==> src/rtl/cmos_frame_source.sv <==
// Synthetic CMOS sensor front end: emits a vsync/href/clken/pixel stream with
// programmable blanking, per-slot throttling and four selectable test patterns.
module cmos_frame_source #(
    parameter int DATA_WIDTH  = 8,
    parameter int IMG_WIDTH   = 640,
    parameter int IMG_HEIGHT  = 480,
    parameter int H_BLANK     = 160,
    parameter int VSYNC_LINES = 2,
    parameter int VBP_LINES   = 20,
    parameter int VFP_LINES   = 10,
    parameter int CLKEN_DIV   = 1
) (
    input  logic                  clk,
    input  logic                  rst_s,
    input  logic                  enable,
    input  logic [1:0]            pattern_sel,
    output logic                  per_frame_vsync,
    output logic                  per_frame_href,
    output logic                  per_frame_clken,
    output logic [DATA_WIDTH-1:0] per_img_y,
    output logic                  frame_done
);
    localparam int LINE_LEN  = IMG_WIDTH + H_BLANK;
    localparam int XW        = (LINE_LEN > 1) ? $clog2(LINE_LEN) : 1;
    localparam int MAX_A     = (VSYNC_LINES > VBP_LINES) ? VSYNC_LINES : VBP_LINES;
    localparam int MAX_B     = (IMG_HEIGHT > VFP_LINES) ? IMG_HEIGHT : VFP_LINES;
    localparam int MAX_LINES = (MAX_A > MAX_B) ? MAX_A : MAX_B;
    localparam int LW        = (MAX_LINES > 1) ? $clog2(MAX_LINES) : 1;
    localparam int DW        = (CLKEN_DIV > 1) ? $clog2(CLKEN_DIV) : 1;

    typedef enum logic [2:0] {
        S_IDLE,
        S_VSYNC,
        S_VBP,
        S_ACTIVE,
        S_VFP
    } state_t;

    state_t                state_q, state_d;
    logic [DW-1:0]         div_q, div_d;
    logic [XW-1:0]         x_q, x_d;
    logic [LW-1:0]         line_q, line_d;
    logic [1:0]            pat_q, pat_d;
    logic [DATA_WIDTH-1:0] fcnt_q, fcnt_d;
    logic [DATA_WIDTH-1:0] fbase_q, fbase_d;
    logic                  vsync_q, vsync_d;
    logic                  href_q, href_d;
    logic                  clken_q, clken_d;
    logic                  done_q, done_d;
    logic [DATA_WIDTH-1:0] y_q, y_d;

    logic tick, line_end, phase_end, frame_end;
    int   phase_lines;
    int   pix;

    always_comb begin
        case (state_q)
            S_VSYNC:  phase_lines = VSYNC_LINES;
            S_VBP:    phase_lines = VBP_LINES;
            S_ACTIVE: phase_lines = IMG_HEIGHT;
            S_VFP:    phase_lines = VFP_LINES;
            default:  phase_lines = 1;
        endcase
        tick      = (div_q == DW'(CLKEN_DIV - 1));
        line_end  = tick && (x_q == XW'(LINE_LEN - 1));
        phase_end = line_end && (int'(line_q) == phase_lines - 1);
        frame_end = (state_q == S_VFP) && phase_end;
    end

    // Counters only run outside IDLE; every phase change restarts the line count,
    // and a new frame latches the pattern and the post-increment frame count.
    always_comb begin
        state_d = state_q;
        div_d   = div_q;
        x_d     = x_q;
        line_d  = line_q;
        pat_d   = pat_q;
        fcnt_d  = fcnt_q;
        fbase_d = fbase_q;
        if (state_q == S_IDLE) begin
            div_d  = '0;
            x_d    = '0;
            line_d = '0;
            if (enable) begin
                state_d = S_VSYNC;
                pat_d   = pattern_sel;
                fbase_d = fcnt_q;
            end
        end else begin
            div_d = tick ? '0 : div_q + 1'b1;
            if (tick) begin
                x_d = line_end ? '0 : x_q + 1'b1;
            end
            if (line_end) begin
                line_d = line_q + 1'b1;
            end
            if (phase_end) begin
                line_d = '0;
                case (state_q)
                    S_VSYNC:  state_d = S_VBP;
                    S_VBP:    state_d = S_ACTIVE;
                    S_ACTIVE: state_d = S_VFP;
                    default:  state_d = S_IDLE;
                endcase
            end
            if (frame_end) begin
                fcnt_d = fcnt_q + 1'b1;
                if (enable) begin
                    state_d = S_VSYNC;
                    pat_d   = pattern_sel;
                    fbase_d = fcnt_q + 1'b1;
                end else begin
                    state_d = S_IDLE;
                end
            end
        end
    end

    always_comb begin
        vsync_d = (state_q == S_VSYNC);
        href_d  = (state_q == S_ACTIVE) && (int'(x_q) < IMG_WIDTH);
        clken_d = href_d && (div_q == '0);
        done_d  = frame_end;
        case (pat_q)
            2'd0:    pix = int'(x_q);
            2'd1:    pix = int'(line_q);
            2'd2:    pix = ((((int'(x_q) ^ int'(line_q)) >> 3) & 1) != 0) ? -1 : 0;
            default: pix = int'(x_q) + int'(line_q) + int'(fbase_q);
        endcase
        y_d = clken_d ? DATA_WIDTH'(pix) : '0;
    end

    always_ff @(posedge clk) begin
        if (rst_s) begin
            state_q <= S_IDLE;
            div_q   <= '0;
            x_q     <= '0;
            line_q  <= '0;
            pat_q   <= '0;
            fcnt_q  <= '0;
            fbase_q <= '0;
            vsync_q <= 1'b0;
            href_q  <= 1'b0;
            clken_q <= 1'b0;
            done_q  <= 1'b0;
            y_q     <= '0;
        end else begin
            state_q <= state_d;
            div_q   <= div_d;
            x_q     <= x_d;
            line_q  <= line_d;
            pat_q   <= pat_d;
            fcnt_q  <= fcnt_d;
            fbase_q <= fbase_d;
            vsync_q <= vsync_d;
            href_q  <= href_d;
            clken_q <= clken_d;
            done_q  <= done_d;
            y_q     <= y_d;
        end
    end

    assign per_frame_vsync = vsync_q;
    assign per_frame_href  = href_q;
    assign per_frame_clken = clken_q;
    assign per_img_y       = y_q;
    assign frame_done      = done_q;
endmodule

==> config.mk <==
export PLATFORM = sky130hd
export DESIGN_NAME = cmos_frame_source
export DESIGN_NICKNAME = d
export VERILOG_FILES = /design/src/rtl/cmos_frame_source.sv
export SDC_FILE = /design/constraint.sdc
export NUM_CORES = 1
export LEC_CHECK = 0
export CAP_MARGIN = 25
export CORE_ASPECT_RATIO = 0.7
export CORE_MARGIN = 2
export CORE_UTILIZATION = 50
export DETAILED_ROUTE_END_ITERATION = 8
export HOLD_SLACK_MARGIN = 0.08
export PLACE_DENSITY = 0.76
export SLEW_MARGIN = 20
export SYNTH_ARGS = -nofsm -noshare
export SYNTH_HDL_FRONTEND = slang
export SYNTH_SLANG_ARGS = --single-unit
==> constraint.sdc <==
create_clock -name clk -period 7.5 [get_ports clk]
set_input_delay 1.5 -clock clk [delete_from_list [all_inputs] [get_ports clk]]
set_output_delay 1.5 -clock clk [all_outputs]
set_load 0.01 [all_outputs]
After elaboration in Yosys (flattened, before gate mapping)
Cells that the tools add are included.
Operators by class
  $mul: 0
  muxes and demuxes: 17
  reductions and logical operators: 16
  $lt $le $gt $ge: 1
  bitwise logic cells: 4
  add/sub/neg operators: 7
  div/mod/pow operators: 0
  shift operators: 0
  equality and inequality tests: 10
Operators by type and width (number)
  $mux 8: 5
  $pmux 9 s4: 1
  $eq 10x32->1: 1
  $sub 32x2->32 const B: 1
  $pmux 8 s3: 1
  $add 8x8->8: 2
  $mux 3: 4
  $add 10x1->10 const B: 1
  $eq 10x10->1 const B: 1
  $lt 10x10->1 const B: 1
  $mux 10: 1
  $add 9x1->9 const B: 1
  $pmux 3 s3: 1
  $add 8x1->8 const B: 1
  $eq 3x2->1 const B: 2
  $mux 2: 3
  $reduce_or 3->1: 2
  $logic_and 1x1->1: 5
  $ne 2x2->1 const B: 2
  $reduce_and 2->1: 2
  $reduce_or 2->1: 2
  $xor 4x4->4: 1
  $eq 3x1->1 const B: 1
  $eq 3x3->1 const B: 1
  other kinds (10): 12
Storage, ports and cells
  memories: 0
  RAM bits: 0
  output and inout bits: 12
  bits in registers: 53
  bits in read-only memories: 0
  bits in latches: 0
  input bits: 5

Logic depth before layout (Yosys ltp)
Gate-level depths: netlist of the first run.
  depth in word-level cells: 8
  mapped depth: 13
  depth with buffers taken out: 12

Worst setup path before layout of the first run
Ideal clock, no wire load.
  path type: input to register
  start point: in rst_s
  end point: reg pat_q[0]
  setup slack: 4.923 ns
  stages on the path: 4
  data arrival time: 2.439 ns
  setup time: 0.138 ns
  cells stage by stage: clkbuf_1 clkbuf_1 clkbuf_1 o221ai_1
RTL lines
  start, declared: line 14  | input logic rst_s,
  end signal, assigned: line 152  | pat_q <= pat_d;
  end, declared: line 43  | logic [1:0] pat_q, pat_d;
No word-level cell between the ends.

Final worst setup path of the first run
  start point: reg state_q[0]
  end point: reg fcnt_q[7]
On the way
  longest elaborated chain between the ends: 7
  elaborated cells between the ends (all ways): 12
  those cells by class: add/sub (1); eq/ne (5); mux (1); bitwise (1); reduce/logical (4)
RTL lines
  start, declared: line 39  | state_t state_q, state_d;
  start signal, assigned: line 148  | state_q <= state_d;
  $eq 3x3->1, or another cell as far along: line 57, 67
  $pmux 9 s4: line 57  | case (state_q)
  $sub 32x2->32: line 66  | phase_end = line_end && (int'(line_q) == phase_lines - 1);
  $eq 10x32->1: line 66
  $logic_and 1x1->1: line 66
  $logic_and 1x1->1: line 67  | frame_end = (state_q == S_VFP) && phase_end;
  $reduce_and 2->1 (no source line) *
  end signal, assigned: line 153  | fcnt_q <= fcnt_d;
  end, declared: line 44  | logic [DATA_WIDTH-1:0] fcnt_q, fcnt_d;
Mark *: on every way between the ends. The rest lies on a longest branch, timed or not.
A chain may end at the register's enable or synchronous reset.

==> impl_metrics.yaml, run 1 <==
setup_path:
  crit_arrival_ns: 3.75
  end_kind: "flip-flop"
  slowest_stage: "dfxtp_1"
  cpPeakStageDelay_ns: 0.56
  worstPathMaxFanout: 28
  path_cells: "nor2b_1 -> nand2_1 -> ha_1 -> nor4_1 -> nand4_1 -> nor3_1 -> nand3_2 -> nor4_1 -> mux2_1"
  r2r_cells: 9
  required_ns: 7.71
  crit_type: "flip-flop to flip-flop"
  cpMostUsedCell: "nor4_1"
  crit_path_start_kind: "flip-flop"
grt:
  globalRoute.totalOverflow: 0
  track_usage_pct: 23.1
  grt_pass1_vias: 2745
  antenna_found_initial: 0
  grt_pass1_wl_um: 13400
  grt_max_degree: 38
power_and_ir_drop:
  power.density_nw_per_um2: 144
  peakVddDrop_v: 0.0000840
  p_leak_nw: 1.34
timing:
  finalHoldViolations: 0
  setup_viol: 0
  finClkSkew_ns: 0.0111
  timing.hold.ws_ns: 0.519
  setup-tns-final_ns: 0
  slew_violations: 0
  relSlewSlack_pct: 47.1
  max_freq_mhz: 282
  rsz0062_at_grt: "no"
  post-route-period-util_pct: 47.3
  worst_pin_slew_ns: 0.792
  fin_crit_ns: 3.54
logic_synthesis:
  yosysWarningCount: 0
  synthFlopType: "dfxtp_1"
  synth-seq-area-share_pct: 31.6
  syn_area_per_cell_um2: 8.39
  synth_cell_type_count: 53
  async_flop_share_pct: 0
  synthCells: 400
  synth-edff-count: 0
  synth.ff_latch_count: 53
  synth_area_um2: 3350
clock_network:
  cts_tree: "done"
  postCtsHoldBufs: 0
  cts_buffer_depth: 2
  cts_sinks: 53
  ctsRootBufferMaster: "clkbuf_8"
  htreeDepth: 2
  clk_pin_slew_ns: 0.10
  clkLatencyLatePin_ns: 0.32
  post_cts_buffers: 0
  cts_resized: 0
  cts_buffers: 5
die:
  ios: 17
  die_area_um2: 7390
  coreArea_um2: 6370
  start_util_pct: 52.7
  fp-row-count: 24
  chipHeight_um: 72.5
  die_w_um: 102
job:
  maxCapViolations: 0
min_path:
  hold_depth: 2
  hold_path_class: "flip-flop to flip-flop"
detailed_routing:
  ant_nets: 0
  vias_per_cell: 5.73
  wl_per_cell_um: 15.4
  drc: 0
  dr.pass1.iters: 6
  drt_iter0_drc: 192
  drt-total-wl_um: 7690
  num_vias: 2855
cells_and_area:
  n_antenna_cell: 0
  finish.net_count: 433
  layout.cells.non_filler: 498
  syn_to_final_growth_pct: 9.88
  final_core_util_pct: 57.9
  drive_gt1_share_pct: 5.65
placed_design:
  port_buffers: 16
  gp_congestion: 0.863
  dp.cells: 490
  dp_hpwl_um: 5690
outcome:
  status: "completed"
## metal layers
layer,part of all wire (%),global-route usage (%)
met1,50,33.9
met2,43,33.5
met3,5.2,6.07
met4,1.1,6.37
met5,0,0
## cell usage after synthesis, drive strengths merged (4+ instances only)
library cell	instances	share of area, %
a21oi	22	3.3
a311oi	4	1.0
and3	4	0.75
clkbuf	21	2.4
dfxtp	53	32
fa	8	4.8
ha	14	5.2
inv	14	1.6
mux2	5	1.7
nand2	30	3.4
nand2b	8	1.5
nand3	22	3.6
nand4	7	1.3
nor2	47	5.3
nor2b	17	3.2
nor3	14	2.1
nor3b	9	2.0
o211ai	4	0.90
o21ai	9	1.3
o221ai	5	1.3
o31ai	4	0.90
or4	4	0.90
xnor2	16	4.2
xor2	17	4.4
## state kept, by name, summed over array words and instances (netlist names)
name             cells
x_q                 10
line_q               9
fbase_q              8
fcnt_q               8
per_img_y            8
state_q              3
pat_q                2
div_q                1
frame_done           1
per_frame_clken      1
per_frame_href       1
per_frame_vsync      1
## worst paths after layout
path | start | end | slack (ns)
max | state_q[0]$_SDFFE_PP0P_ | fcnt_q[7]$_SDFFE_PP0P_ | 3.96
min | fbase_q[0]$_SDFFE_PP0P_ | fbase_q[0]$_SDFFE_PP0P_ | 0.52
max reg2reg | state_q[0]$_SDFFE_PP0P_ | fcnt_q[7]$_SDFFE_PP0P_ | 3.96
min reg2reg | fbase_q[0]$_SDFFE_PP0P_ | fbase_q[0]$_SDFFE_PP0P_ | 0.52
## layout by cell type, fill, tap and decap left out, types with 5 or more instances in the layout
| cell type | netlist | routed |
|---|---|---|
| ha_1 | 14 | 14 |
| clkdlybuf4s50_1 | 0 | 16 |
| nand4_1 | 7 | 7 |
| xnor2_1 | 16 | 16 |
| o21ai_0 | 6 | 6 |
| o221ai_1 | 5 | 5 |
| dfxtp_1 | 53 | 53 |
| inv_1 | 14 | 14 |
| xor2_1 | 17 | 17 |
| fa_1 | 8 | 8 |
| nor2b_1 | 17 | 17 |
| nand2b_1 | 8 | 8 |
| nor3b_1 | 9 | 9 |
| clkbuf_8 | 0 | 5 |
| nor2_1 | 47 | 47 |
| nand2_1 | 30 | 30 |
| nor3_1 | 14 | 14 |
| nand3_1 | 20 | 20 |
| a21oi_1 | 22 | 22 |
## worst max-delay path, delay by kind of cell (launching register included)
family	cells	cell delay (ns)
fa+ha+maj	1	0.28
mux	1	0.36
simple gates	7	2.22
flops	1	0.56
## report_power, final
| part | internal [W] | leakage [nW] | total (W) | switching (W) |
|---|---|---|---|---|
| clock network | 0.000100 | 0.0543 | 0.000203 | 0.000103 |
| registers | 0.000284 | 0.428 | 0.000291 | 0.00000713 |
| logic | 0.0000138 | 0.853 | 0.0000363 | 0.0000225 |
## metrics by stage
stage	setup slack (ns)	power (W)	area, um^2
2_1_floorplan	4.92	0.000322	3370
6_report	3.96	0.000530	3690
3_5_place_dp	4.04	0.000332	3570
4_1_cts	4.03	0.000533	3690
5_1_grt	3.55	0.000555	3690
3_3_place_gp	4.18	0.000331	3570
## logic make-up after synthesis
family	after synthesis	synth area share, %
xor gates and xnor gates	33	8.62
and+or+nand+nor	179	27.8
AOI/OAI and AO/OA	66	14.0
other	1	0.112
buffers and inverters	37	4.21
adders and majority gates	22	10.0
muxes	9	3.62
DFF	53	31.6
## area by class of cell
class / count / area, um^2
flip-flops and latches: 53 / 1060
clock inverters: 3 / 46.3
clock buffers: 5 / 68.8
fillers: 593 / 2680
repair buffers: 19 / 180
multi-input cells: 313 / 2160
inverters: 14 / 52.6
well taps: 91 / 114
Note: power is estimated with default switching activity, not from simulation.
==> run 2, diff against run 1 <==
--- a/config.mk
+++ b/config.mk
@@ -11,7 +11,7 @@
 export CORE_UTILIZATION = 50
 export DETAILED_ROUTE_END_ITERATION = 8
 export HOLD_SLACK_MARGIN = 0.08
-export PLACE_DENSITY = 0.76
+export PLACE_DENSITY = 0.79
 export SLEW_MARGIN = 20
 export SYNTH_ARGS = -nofsm -noshare
 export SYNTH_HDL_FRONTEND = slang
==> constraint.sdc (replaced) <==
create_clock -name clk -period 3.2 [get_ports clk]
set_input_delay 0.64 -clock clk [delete_from_list [all_inputs] [get_ports clk]]
set_output_delay 0.64 -clock clk [all_outputs]
set_load 0.01 [all_outputs]
==> run 2 against run 1 <==
Net effect: sequential power grew 130%; design area grew 0.92%; die area is the same; via count grew 1.8%; hold slack gained 0.0015 ns; final cell count grew 1.6%; wire length grew 3.9%; register-to-register slack lost 3.7 ns; largest cell class unchanged; highest routed layer unchanged.
==> impl_metrics.yaml, run 2 (same netlist as run 1, synthesis figures left out) <==
min_path:
  worstHoldStart: "fbase_q[0]$_SDFFE_PP0P_"
  hold_path_class: "flip-flop to flip-flop"
timing:
  finClkSkew_ns: 0.00925
  max_freq_mhz: 345
  post-route-period-util_pct: 90.5
  worst_pin_slew_ns: 0.798
  finalHoldViolations: 0
  setup-tns-final_ns: 0
  relSlewSlack_pct: 46.2
  slew_violations: 0
  setup_viol: 0
  rsz0062_at_grt: "no"
  fin_crit_ns: 2.90
cells_and_area:
  drive_gt1_share_pct: 7.47
  fin_area_um2: 3720
  syn_to_final_growth_pct: 10.9
  largest_register_ffs: 10
  n_antenna_cell: 0
  final_core_util_pct: 58.4
  finish.net_count: 441
  reg.largest.list: "x_q: 10 flops, line_q: 9 flops"
  mostFrequentLayoutCells: "dfxtp_1 (53), nor2_1 (47), nand2_1 (30)"
  layout_commonest_cell: "dfxtp_1"
  regMostFlops: "x_q"
outcome:
  status: "completed"
clock_network:
  cts_tree: "done"
  clkLatencyLatePin_ns: 0.32
  cts_buffer_depth: 2
  cts_resized: 0
  cts_sinks: 53
  clk_pin_slew_ns: 0.10
  post_cts_buffers: 0
  cts_buffers: 5
  htreeDepth: 2
  postCtsHoldBufs: 0
  ctsRootBufferMaster: "clkbuf_8"
setup_path:
  crit_arrival_ns: 3.14
  r2r_cells: 10
  crit_type: "flip-flop to flip-flop"
  crit_path_end: "fbase_q[1]$_SDFFE_PP0P_"
  rrSetupSlack_ns: 0.30
  r2r_start: "state_q[2]$_SDFFE_PP0P_"
  r2r_end: "fbase_q[1]$_SDFFE_PP0P_"
  cp.depth: 10
  required_ns: 3.44
  crit_buf_inv: 1
  crit_path_start_kind: "flip-flop"
  worstPathMaxFanout: 22
  cpPeakStageDelay_ns: 0.39
  end_kind: "flip-flop"
  path_cells: "nor2b_1 -> nand2_1 -> ha_1 -> nor4_1 -> nand4_1 -> nor3_1 -> nand3_2 -> buf_4 -> or3_1 -> o211ai_1"
  slowest_stage: "or3_1"
  crit_family: "simple AND/OR/NAND/NOR gates"
  startpoint: "state_q[2]$_SDFFE_PP0P_"
grt:
  grt_max_degree: 37
  antenna_found_initial: 0
  globalRoute.totalOverflow: 0
  grt_pass1_wl_um: 13000
  grt_pass1_vias: 2619
  track_usage_pct: 22.7
die:
  chipHeight_um: 72.5
  coreArea_um2: 6370
  fp-row-count: 24
  die_w_um: 102
  die_area_um2: 7390
  ios: 17
  start_util_pct: 52.7
detailed_routing:
  drc: 0
  dr.pass1.iters: 4
  drt_iter0_drc: 169
  ant_nets: 0
  wl_per_cell_um: 15.8
  vias_per_cell: 5.74
  num_vias: 2906
  drt-total-wl_um: 7990
placed_design:
  dp_hpwl_um: 6050
  placed_cell_area_um2: 3630
  gp_congestion: 0.846
  port_buffers: 16
power_and_ir_drop:
  power_w: 0.00115
  p_leak_nw: 1.37
  power.density_nw_per_um2: 310
  peakVddDrop_v: 0.000190
job:
  maxCapViolations: 0
-- run 2: changes by cell type in the layout (fill, tap and decap cells not counted), sizes merged --
cell    change
buf         +8
bufinv      -1
clkinv      +1
-- run 2: per-layer routing --
layer / vias up / GRT usage, % / share of wire (%)
met5: - / 0 / 0
met4: 0 / 5.19 / 0.94
met3: 10 / 4.14 / 8.8
met2: 96 / 34.1 / 42
met1: 1370 / 33.9 / 48
li1: 1430 / - / -
-- run 2: final cells by class --
type / count / area [um^2]
inverter: 14 / 52.6
clock inverter: 3 / 17.5
timing repair buffer: 27 / 243
sequential: 53 / 1060
tap: 91 / 114
multi-input combinational: 313 / 2160
fill: 571 / 2650
clock buffer: 5 / 68.8
-- run 2: worst reg2reg max path, delay by kind of cell, from the launching register on --
kind            cells  cell delay (ns)
compound gates      1             0.10
fa+ha+maj           1             0.27
buf+inv             1             0.29
flops               1             0.37
simple gates        7             1.80
-- run 2: power by group --
group	switching [W]	leakage, nW	internal (W)
logic	0.0000575	0.896	0.0000365
clock network	0.000232	0.0439	0.000152
registers	0.0000127	0.428	0.000664
-- run 2: worst min-delay path by stage --
stage | cells after the start | slack [ns] | endpoint
6_report | 2 | 0.52 | fbase_q[0]$_SDFFE_PP0P_
5_1_grt | 2 | 0.54 | fbase_q[0]$_SDFFE_PP0P_
4_1_cts | 2 | 0.52 | fcnt_q[1]$_SDFFE_PP0P_
3_5_place_dp | 2 | 0.51 | fcnt_q[1]$_SDFFE_PP0P_
3_3_place_gp | 2 | 0.49 | fbase_q[0]$_SDFFE_PP0P_
2_1_floorplan | 2 | 0.47 | fcnt_q[1]$_SDFFE_PP0P_
-- run 2: stage by stage --
stage | instances | worst slack, ns | hold WS (ns)
6_report | 506 | 0.304 | 0.521
5_1_grt | 506 | 0.0277 | 0.545
4_1_cts | 506 | 0.357 | 0.524
3_5_place_dp | 498 | 0.372 | 0.510
3_3_place_gp | 498 | 0.451 | 0.495
2_1_floorplan | 403 | 0.698 | 0.474
==> variant 1, RTL diff (flow settings as in run 1) <==
Encoding of `state_t`: now Gray code (3 bits for 5 states).
--- a/src/rtl/cmos_frame_source.sv
+++ b/src/rtl/cmos_frame_source.sv
@@ -30,9 +30,9 @@
 
     typedef enum logic [2:0] {
-        S_IDLE,
-        S_VSYNC,
-        S_VBP,
-        S_ACTIVE,
-        S_VFP
+        S_IDLE   = 3'b000,
+        S_VSYNC  = 3'b001,
+        S_VBP    = 3'b011,
+        S_ACTIVE = 3'b010,
+        S_VFP    = 3'b110
     } state_t;
 
Formal check against the unedited RTL: no difference found for any inputs over 10 cycles, from zero or initial values and one cycle with rst_s high; not proved beyond that.
==> variant 1 against run 1 <==
Routed wire length decreased by 22%. Sequential cell count unchanged. Power decreased by 7.9%. Synthesized area decreased by 11%. Count of clock-buffer cells in the layout increased by 1. Non-clock buffer count decreased by 1. Final area decreased by 11%. Worst setup slack improved by 0.30 ns. Die area decreased by 11%. Sequential power about the same.
==> variant 1: results (changes against run 1) <==
[placement]
dpl.hpwl_um = 4493  ; -21%
dpl_cell_area_um2 = 3182  ; -11%
globalplace.congestion = 0.8310  ; -3.7%
place_ws_ns = 3.947  ; -0.09561 ns
place_inst = 406  ; -17%

[grt]
grt_max_degree = 24  ; -37%
gr-usage-all-layers_pct = 20.03  ; -3.0 points
met2_usage_pct = 31.94  ; -1.5 points

[drt]
met3_length_um = 243  ; -39%
routed_via_density = 5.443  ; -5.1%
first_iter_violations = 85  ; -56%

[synthesis]
synthAdderAreaFrac_pct = 9.996  ; about the same
synth_cell_types = 50  ; -5.7%
synth_xor_area_share_pct = 11.17  ; +2.6 points

[sta]
fin_skew_ns = 0.01121  ; +0.0001362 ns
worst_pin_slew_ns = 0.8192  ; +0.02671 ns
period_share_pct = 43.30  ; -4.0 points

[finish]
n_fill_cell = 508  ; -14%
nNetsFinal = 363  ; -16%
multiInputGateArea_um2 = 1805  ; -17%
layoutNonFillerInstCount = 415  ; -17%

[worst_setup_path]
worst_path_dominant_cell_family = buffers and inverters
cpPeakStageDelay_ns = 0.83  ; +0.27 ns
crit_slowest_cell = clkdlybuf4s50_1
worstPathArrival_ns = 3.48  ; -0.27 ns
cp_max_fo = 23  ; -18%
ff2ff_setup_slack_ns = 4.41  ; +0.45 ns

[power]
seqPwrFrac_pct = 59.4  ; +4.6 points
powerDensity_nw_per_um2 = 148.7  ; +3.3%
p_leak_uw = 0.001261  ; -5.6%
swShare_pct = 23.93  ; -1.1 points
ir_worst_vdd_mv = 0.06976  ; -17%

[run_status]
run_status = finished clean

[variant 1: cell count changes in the layout (fill, tap and decap cells not counted), sizes merged, moves of 9 or more]
| cell | run 1 | this run |
|---|---|---|
| nand2 | 30 | 20 |
| nand3 | 22 | 11 |
| a21oi | 22 | 13 |
| nor3b | 9 | 0 |
| mux2i | 2 | 13 |
| nor2b | 17 | 5 |
[variant 1: layout make-up]
cell class	instances	area share (%)
multi-input combinational	248	54.95
sequential	53	32.29
timing repair buffer	18	5.255
tap	75	2.856
clock buffer	6	2.513
inverter	13	1.714
clock inverter	2	0.4189
[variant 1: final timing paths]
path / start / end
min: fcnt_q[1]$_SDFFE_PP0P_ / fcnt_q[1]$_SDFFE_PP0P_
min reg2reg: fcnt_q[1]$_SDFFE_PP0P_ / fcnt_q[1]$_SDFFE_PP0P_
max: rst_s / per_img_y[6]$_SDFF_PP0_
max reg2reg: line_q[0]$_SDFFE_PP0P_ / per_img_y[7]$_SDFF_PP0_
==> variant 2, RTL diff (flow settings as in run 1) <==
Made on the original files. Set the parameter `VBP_LINES` to 30 (it was 20).
--- a/src/rtl/cmos_frame_source.sv
+++ b/src/rtl/cmos_frame_source.sv
@@ -7,5 +7,5 @@
     parameter int H_BLANK     = 160,
     parameter int VSYNC_LINES = 2,
-    parameter int VBP_LINES   = 20,
+    parameter int VBP_LINES   = 30,
     parameter int VFP_LINES   = 10,
     parameter int CLKEN_DIV   = 1
Function: same outputs for any inputs over 10 cycles, from zero or initial values and one cycle with rst_s high; that may be too few to reach the edited logic, so the function may still have changed.
==> variant 2 against run 1 <==
Hold slack lost 0.032 ns. Sequential cell count stayed put. Die area decreased by 7.2%. Power shrank 6.3%. Fmax increased by 13%. Final area decreased by 8.5%. Routed wire length is 17% lower. Synthesized area decreased by 7.5%. Worst setup slack improved by 0.42 ns.
==> variant 2: results (changes against run 1) <==
[grt]
gr-usage-all-layers_pct = 19.75  ; -3.3 points
grt_pass1_vias = 2236  ; -19%
antenna_found_initial = 0  ; unchanged
grt_pass1_wl_um = 11010  ; -18%
grt_max_degree = 27  ; -29%

[synthesis]
seq_area_frac_synth_pct = 34.21  ; +2.6 points
synth_xor_area_share_pct = 10.17  ; +1.5 points
synth_cell_types = 54  ; +1.9%
yosysWarnings = 0  ; unchanged
synth.area.mux_share_pct = 3.106  ; -0.51 points
syn_area_per_cell_um2 = 8.762  ; +4.5%
synth_compound_area_share_pct = 14.64  ; +0.62 points
synth.top_cells.by_count = dfxtp_1 (53), nor2_1 (43), a21oi_1 (35), nand2_1 (23), xnor2_1 (22)
synth_area_leaders = dfxtp_1 (34%), xnor2_1 (6.2%), a21oi_1 (5.6%)
async_flop_share_pct = 0  ; unchanged
synthAdderAreaFrac_pct = 10.81  ; +0.81 points

[placement]
dpl.hpwl_um = 4802  ; -16%
globalplace.congestion = 0.8462  ; -1.9%
place_inst = 432  ; -12%
place_ws_ns = 4.356  ; +0.3128 ns
dpl_cell_area_um2 = 3286  ; -8.0%

[drt]
routed_via_density = 5.564  ; -3.0%
first_iter_violations = 136  ; -29%
num_vias = 2448  ; -14%
wl_per_cell_um = 14.56  ; -5.7%
first_pass_iters = 4  ; -2

[clocking]
clkTransAtPathRegs_ns = 0.10  ; about the same
cts_max_level = 2  ; unchanged
cts_buffers = 5  ; unchanged
cts_setup_buffers = 0  ; unchanged
cts-root-buf = clkbuf_8
post_cts_resized = 0  ; unchanged
clk_latency_ns = 0.31
clockBufferDepth = 2  ; unchanged

[finish]
drive_above_1_share_pct = 6.575  ; +0.92 points
nNetsFinal = 391  ; -9.7%
diodes = 0  ; unchanged
top_regs = x_q (10), line_q (9)

[run_status]
run_status = finished clean

[power]
swShare_pct = 25.56  ; +0.49 points
p_leak_uw = 0.001191  ; -11%
ir_worst_vdd_mv = 0.1220  ; +45%

[floorplan]
rows = 23  ; -4.2%

[sta]
worst_pin_slew_ns = 0.6890  ; -0.1034 ns
fin_skew_ns = 0.01455  ; +0.003476 ns

[min_path]
min_path_type = flip-flop to flip-flop

[worst_setup_path]
worstPathArrival_ns = 3.37  ; -0.38 ns
cp_max_fo = 14  ; -50%

-- variant 2: worst paths after layout --
kind,cells past startpoint,slack [ns],endpoint,start
max,9,4.37,fcnt_q[6]$_SDFFE_PP0P_,state_q[2]$_SDFFE_PP0P_
min,2,0.49,fbase_q[0]$_SDFFE_PP0P_,fbase_q[0]$_SDFFE_PP0P_
max reg2reg,9,4.37,fcnt_q[6]$_SDFFE_PP0P_,state_q[2]$_SDFFE_PP0P_
min reg2reg,2,0.49,fbase_q[0]$_SDFFE_PP0P_,fbase_q[0]$_SDFFE_PP0P_
-- variant 2: metal layers --
metal	track usage (%)	wire (µm)
met3	3.403	392
met5	0	0
met1	31.08	3320
met2	28.23	2662
met4	3.957	30
-- variant 2: power by group through the flow --
stage / Clock [µW] / Combinational (µW) / Sequential, µW
finish: 164 / 38.5 / 294
global route: 174 / 43.2 / 296
CTS: 165 / 38.5 / 294
detailed placement: 0 / 38.3 / 301
global placement: 0 / 37.4 / 301
floorplan: 0 / 33.5 / 296
-- variant 2: logic make-up (layout without fill, tap and decap cells) --
kind of cell / Yosys count / in the layout
other: 1 / 4
AOI/OAI and AO/OA: 73 / 73
xor gates and xnor gates: 36 / 36
adders and majority gates: 22 / 22
muxes: 7 / 7
and+or+nand+nor: 131 / 131
DFF: 53 / 53
buffers and inverters: 31 / 39
-- variant 2: through the flow --
| stage | hold slack (ns) | utilization [%] |
|---|---|---|
| after floorplan | 0.4496 | - |
| after global placement | 0.4653 | 55.97 |
| after detailed placement | 0.4804 | 55.97 |
| after CTS | 0.4928 | 57.46 |
| after global routing | 0.5352 | 57.46 |
| final | 0.4871 | 57.46 |
-- variant 2: worst max-delay path: stages, from the launching register on --
cell and delay (ns):
dfxtp_1 0.63, nand3b_4 0.29, inv_1 0.08, ha_1 0.18, nor4_1 0.29, nand2_1 0.12, nor4_2 0.29, nand4_1 0.46
or4_1 0.55, a21oi_1 0.16
-- variant 2: final cells by class --
type / instances / area (µm²)
fillers: 574 / 2497
multi-input cells: 273 / 1907
flip-flops and latches: 53 / 1061
repair buffers: 18 / 175.2
well taps: 75 / 93.84
clock buffers: 6 / 72.57
inverters: 13 / 48.80
clock inverters: 2 / 15.01
